`src/rtl/box_plotter.sv`:
```
// Square rasteriser for a VGA framebuffer: one pixel per clock, row-major.
// Define BOX_PLOTTER_CLIP_EN to suppress plot for pixels off the 160x120 screen.
module box_plotter #(
  parameter int BOX_SIZE = 4
) (
  input  logic       clock,
  input  logic       reset,
  input  logic       req_valid,
  output logic       req_ready,
  input  logic [7:0] req_x,
  input  logic [6:0] req_y,
  input  logic [2:0] req_color,
  output logic [7:0] out_x,
  output logic [6:0] out_y,
  output logic [2:0] out_color,
  output logic       plot,
  output logic       done
);

  typedef enum logic [1:0] {
    IDLE,
    DRAW,
    DONE
  } state_t;

  // Counters are 4 bits wide because the largest legal square is 16 pixels.
  localparam logic [3:0] LAST = 4'(BOX_SIZE - 1);

  state_t     state;
  state_t     state_next;
  logic [3:0] cx;
  logic [3:0] cy;
  logic [7:0] base_x;
  logic [6:0] base_y;
  logic [2:0] color;
  logic       accept;
  logic       last_pixel;
  logic [7:0] pix_x;
  logic [6:0] pix_y;
  logic       pix_visible;

  assign accept     = (state == IDLE) && req_valid;
  assign last_pixel = (cx == LAST) && (cy == LAST);

  // NOTE: sequential state uses non-blocking assignments so every register
  // samples pre-edge values, independent of process ordering.
  always_ff @(posedge clock) begin
    if (reset) begin
      state <= IDLE;
    end else begin
      state <= state_next;
    end
  end

  // NOTE: state_next gets a default before the case so no path leaves it
  // unassigned, which would otherwise infer a latch.
  always_comb begin
    state_next = state;
    case (state)
      IDLE:    if (req_valid) state_next = DRAW;
      DRAW:    if (last_pixel) state_next = DONE;
      DONE:    state_next = IDLE;
      default: state_next = IDLE;
    endcase
  end

  // Request fields and raster counters; reset takes priority over a request.
  always_ff @(posedge clock) begin
    if (reset) begin
      base_x <= '0;
      base_y <= '0;
      color  <= '0;
      cx     <= '0;
      cy     <= '0;
    end else if (accept) begin
      base_x <= req_x;
      base_y <= req_y;
      color  <= req_color;
      cx     <= '0;
      cy     <= '0;
    end else if (state == DRAW) begin
      if (cx == LAST) begin
        cx <= '0;
        cy <= cy + 4'd1;
      end else begin
        cx <= cx + 4'd1;
      end
    end
  end

`ifdef BOX_PLOTTER_CLIP_EN
  // Unwrapped sums decide visibility; the wrapped low bits still go out.
  logic [8:0] sum_x;
  logic [7:0] sum_y;

  assign sum_x       = {1'b0, base_x} + {5'b0, cx};
  assign sum_y       = {1'b0, base_y} + {4'b0, cy};
  assign pix_x       = sum_x[7:0];
  assign pix_y       = sum_y[6:0];
  assign pix_visible = (sum_x < 9'd160) && (sum_y < 8'd120);
`else
  assign pix_x       = base_x + {4'b0, cx};
  assign pix_y       = base_y + {3'b0, cy};
  assign pix_visible = 1'b1;
`endif

  always_comb begin
    req_ready = 1'b0;
    plot      = 1'b0;
    done      = 1'b0;
    out_x     = '0;
    out_y     = '0;
    out_color = '0;
    case (state)
      IDLE: req_ready = 1'b1;
      DRAW: begin
        plot      = pix_visible;
        out_x     = pix_x;
        out_y     = pix_y;
        out_color = color;
      end
      DONE:    done = 1'b1;
      default: ;
    endcase
  end

endmodule

```
`config.mk`:
```
export PLATFORM = sky130hd
export DESIGN_NAME = box_plotter
export DESIGN_NICKNAME = d
export VERILOG_FILES = /design/src/rtl/box_plotter.sv
export SDC_FILE = /design/constraint.sdc
export NUM_CORES = 1
export LEC_CHECK = 0
export CELL_PAD_IN_SITES_DETAIL_PLACEMENT = 1
export CELL_PAD_IN_SITES_GLOBAL_PLACEMENT = 2
export CORE_AREA = 2 2 80 82
export CTS_CLUSTER_SIZE = 12
export DETAILED_ROUTE_END_ITERATION = 8
export DIE_AREA = 0 0 82 84
export HOLD_SLACK_MARGIN = 0.1
export PLACE_DENSITY_LB_ADDON = 0.12
export SYNTH_ARGS = -nofsm -noshare
export SYNTH_HDL_FRONTEND = slang
export SYNTH_SLANG_ARGS = --single-unit
```
`constraint.sdc`:
```
create_clock -name clock -period 1.8 [get_ports clock]
set_input_delay 0.36 -clock clock [delete_from_list [all_inputs] [get_ports clock]]
set_output_delay 0.36 -clock clock [all_outputs]
set_load 0.02 [all_outputs]
```
==> flow_summary.yaml <==
clocking:
  clk_pin_slew_ns: 0.10
  htreeDepth: 1
  cts.sinks: 28
  cts_buffers: 3
  cts-root-buf: "clkbuf_8"
  clk_path_buf_depth: 2
  hold_buffers: 0
  clk_latency_ns: 0.28
  cts_tree: "yes"
synthesis:
  yosys.area_share.simple: 0.172
  synth.top_cell.area_share: 0.379
  synth_cell_types: 39
  ys_warn_count: 0
  syn_area_per_cell_um2: 9.31
  synth_seq_cells: 28
  synth_area_um2: 1480
  synth_fa_ha_area_frac: 0.112
  synth-compound-area-share: 0.222
  synth_top_family_by_area: "compound AO/OA/AOI/OAI gates"
  synth-seq-area-share: 0.379
  synth_nets: 192
  yosysTopAreaCell: "dfxtp_1"
  synth.area.top_cells: "dfxtp_1, a22o_1, ha_1"
  synth_xor_xnor_area_share: 0.0769
  muxShareOfSynthArea: 0
  syn-instance-count: 159
floorplanning:
  die_w_um: 82
  dieArea_um2: 6890
  core_um2: 6100
  boundaryPins: 42
  num_rows: 29
  initial_core_util: 0.243
  dieHeight_um: 84
finish:
  final_common_cell: "buf_4"
  mostFrequentLayoutCells: "buf_4, clkdlybuf4s50_1, dfxtp_1, a22o_1, nand2_1"
  nets: 280
  final_cells: 323
  drive_gt1_frac: 0.488
  area_growth_pct: 75.2
  n_fill_cell: 705
  diodes: 0
power:
  power_leakage_uw: 0.00111
  pwr-share-comb: 0.234
  powerDensity_nw_per_um2: 599
  ir_worst_vdd_v: 0.000332
  finalPower_uw: 1550
  seqPwrFrac: 0.437
  p_sw_uw: 412
  p_int_uw: 1140
  sw_frac_of_total: 0.265
  pwr-share-clk: 0.328
critical_path:
  cp.required_ns: 1.44
  cp_slowest_cell: "fa_2"
  cpPeakStageDelay_ns: 0.37
  endpoint: "out_y[6]"
  crit_chain: "ha_4 > fa_2 > a211o_1 > o2111ai_2 > xor2_1 > nor2_2 > buf_2"
  worstSetupPathType: "flip-flop to output port"
  crit_fanout: 3
  r2r_cells: 5
  cp-start-kind: "flip-flop"
  r2r_end: "state[0]"
  cp.arrival_ns: 1.93
  critPathLaunch: "base_y[0]"
  r2r_slack_ns: 0.22
  endpoint_kind: "output port"
  reg2reg_from: "cx[1]"
routing:
  drt-initial-drc-count: 14
  routed_wl_um: 4800
  drtPass1Iterations: 2
  via_per_inst: 4.58
  vias: 1478
  wire_per_inst_um: 14.8
  drc: 0
  ant_nets: 0
global_route:
  grt_pass1_wl_um: 7820
  grt_pass1_vias: 1577
  track_usage: 0.147
  grt_start_max_net_pins: 17
  antenna_found_initial: 0
  grt.overflow.total: 0
run_status:
  violations: "setup timing"
  status: "complete, but fails checks"
timing:
  period_share: 1.27
  fin_setup_tns_ns: -4.02
  setup-violations-final: 13
  rsz0062_at_grt: "yes"
  slew_violations: 0
  finalCriticalPeriod_ns: 2.29
  max_freq_ghz: 0.437
  relSlewSlack: 0.747
  fin_ws_ns: -0.488
  worstMarginPinSlew_ns: 0.379
  report.final.hold_viol_count: 0
  skew_ns: 0.00469
placed_design:
  dp.final_hpwl_um: 3660
  gp_congestion: 0.762
  dp_worst_setup_slack_ns: -0.646
  dp.cells: 314
  portBuffers: 41
worst_hold_path:
  hold_class: "flip-flop to flip-flop"
run:
  maxCapViolCount: 0
## registers in the layout (all words and copies together), names as in the netlist
| register | cells |
|---|---|
| base_x | 8 |
| base_y | 7 |
| color | 3 |
| cx | 4 |
| cy | 4 |
| state | 2 |
## per-stage QoR
| stage | area, um2 | hold WS [ns] | utilization |
|---|---|---|---|
| after global placement | 2380 | 0.456 | 0.390 |
| after CTS | 2540 | 0.489 | 0.417 |
| after floorplan | 1580 | 0.439 | - |
| final | 2590 | 0.493 | 0.425 |
| after detailed placement | 2380 | 0.463 | 0.390 |
| after global routing | 2590 | 0.508 | 0.425 |
## kinds of logic after synthesis
kind of cell,after synthesis
flops,28
compound gates,44
buf+inv,11
fa+ha+maj,12
xor+xnor,13
simple gates,51
## cells in the mapped netlist (all sizes together)
master / count
o21bai: 1
nand2: 12
o22ai: 1
nand3: 6
o21ai: 5
ha: 10
a31o: 1
a211o: 3
a22o: 15
buf: 4
nand4: 1
o2111ai: 2
a211oi: 2
nand4b: 1
xnor2: 7
inv: 6
a21oi: 10
and2: 7
nor3b: 2
o21a: 1
nand2b: 1
fa: 2
a21o: 3
nor2b: 1
clkbuf: 1
nor3: 2
or3: 1
nor2: 15
xor2: 6
and3: 2
dfxtp: 28
## power groups by stage
stage	clock [uW]	sequential, uW	combinational [uW]
after floorplan	0	692	160
after global placement	0	690	351
after detailed placement	0	692	356
after CTS	523	680	363
after global routing	548	685	398
final	510	679	364
## area by class of cell
cell class              count  area, um2  area share
multi-input cells         120       1070       0.411
flip-flops and latches     28        586       0.226
well taps                  77       96.3      0.0371
clock buffers               3       41.3      0.0159
inverters                   6       25.0     0.00965
clock inverters             1       30.0      0.0116
repair buffers             88        749       0.289
## layer usage
metal / track usage / wire length (um)
met1: 0.180 / 2060
met2: 0.261 / 2500
met3: 0.0195 / 168
met4: 0.0409 / 72
met5: 0 / 0
## repair_timing
action	CTS	global route
pin swaps	9	14
gates resized for setup	104	22
endpoints found under the setup margin	21	18
buffers inserted	3	5
## critical path, delay by kind of cell, from the launching register on
family          cells  cell delay (ns)
fa+ha+maj           2             0.53
buf+inv             1             0.15
xor+xnor            1             0.20
flops               1             0.35
simple gates        1             0.05
compound gates      2             0.37
## how the worst min path moves through the flow
| stage | from | to | slack [ns] | cells after the start |
|---|---|---|---|---|
| 6_report | color[2] | color[2] | 0.49 | 1 |
| 5_1_grt | base_x[3] | base_x[3] | 0.51 | 1 |
| 4_1_cts | color[0] | color[0] | 0.49 | 1 |
| 3_5_place_dp | color[0] | color[0] | 0.46 | 1 |
| 3_3_place_gp | color[0] | color[0] | 0.46 | 1 |
| 2_1_floorplan | reset | state[1] | 0.44 | 1 |
No activity file was read; power rests on OpenSTA's default activity.
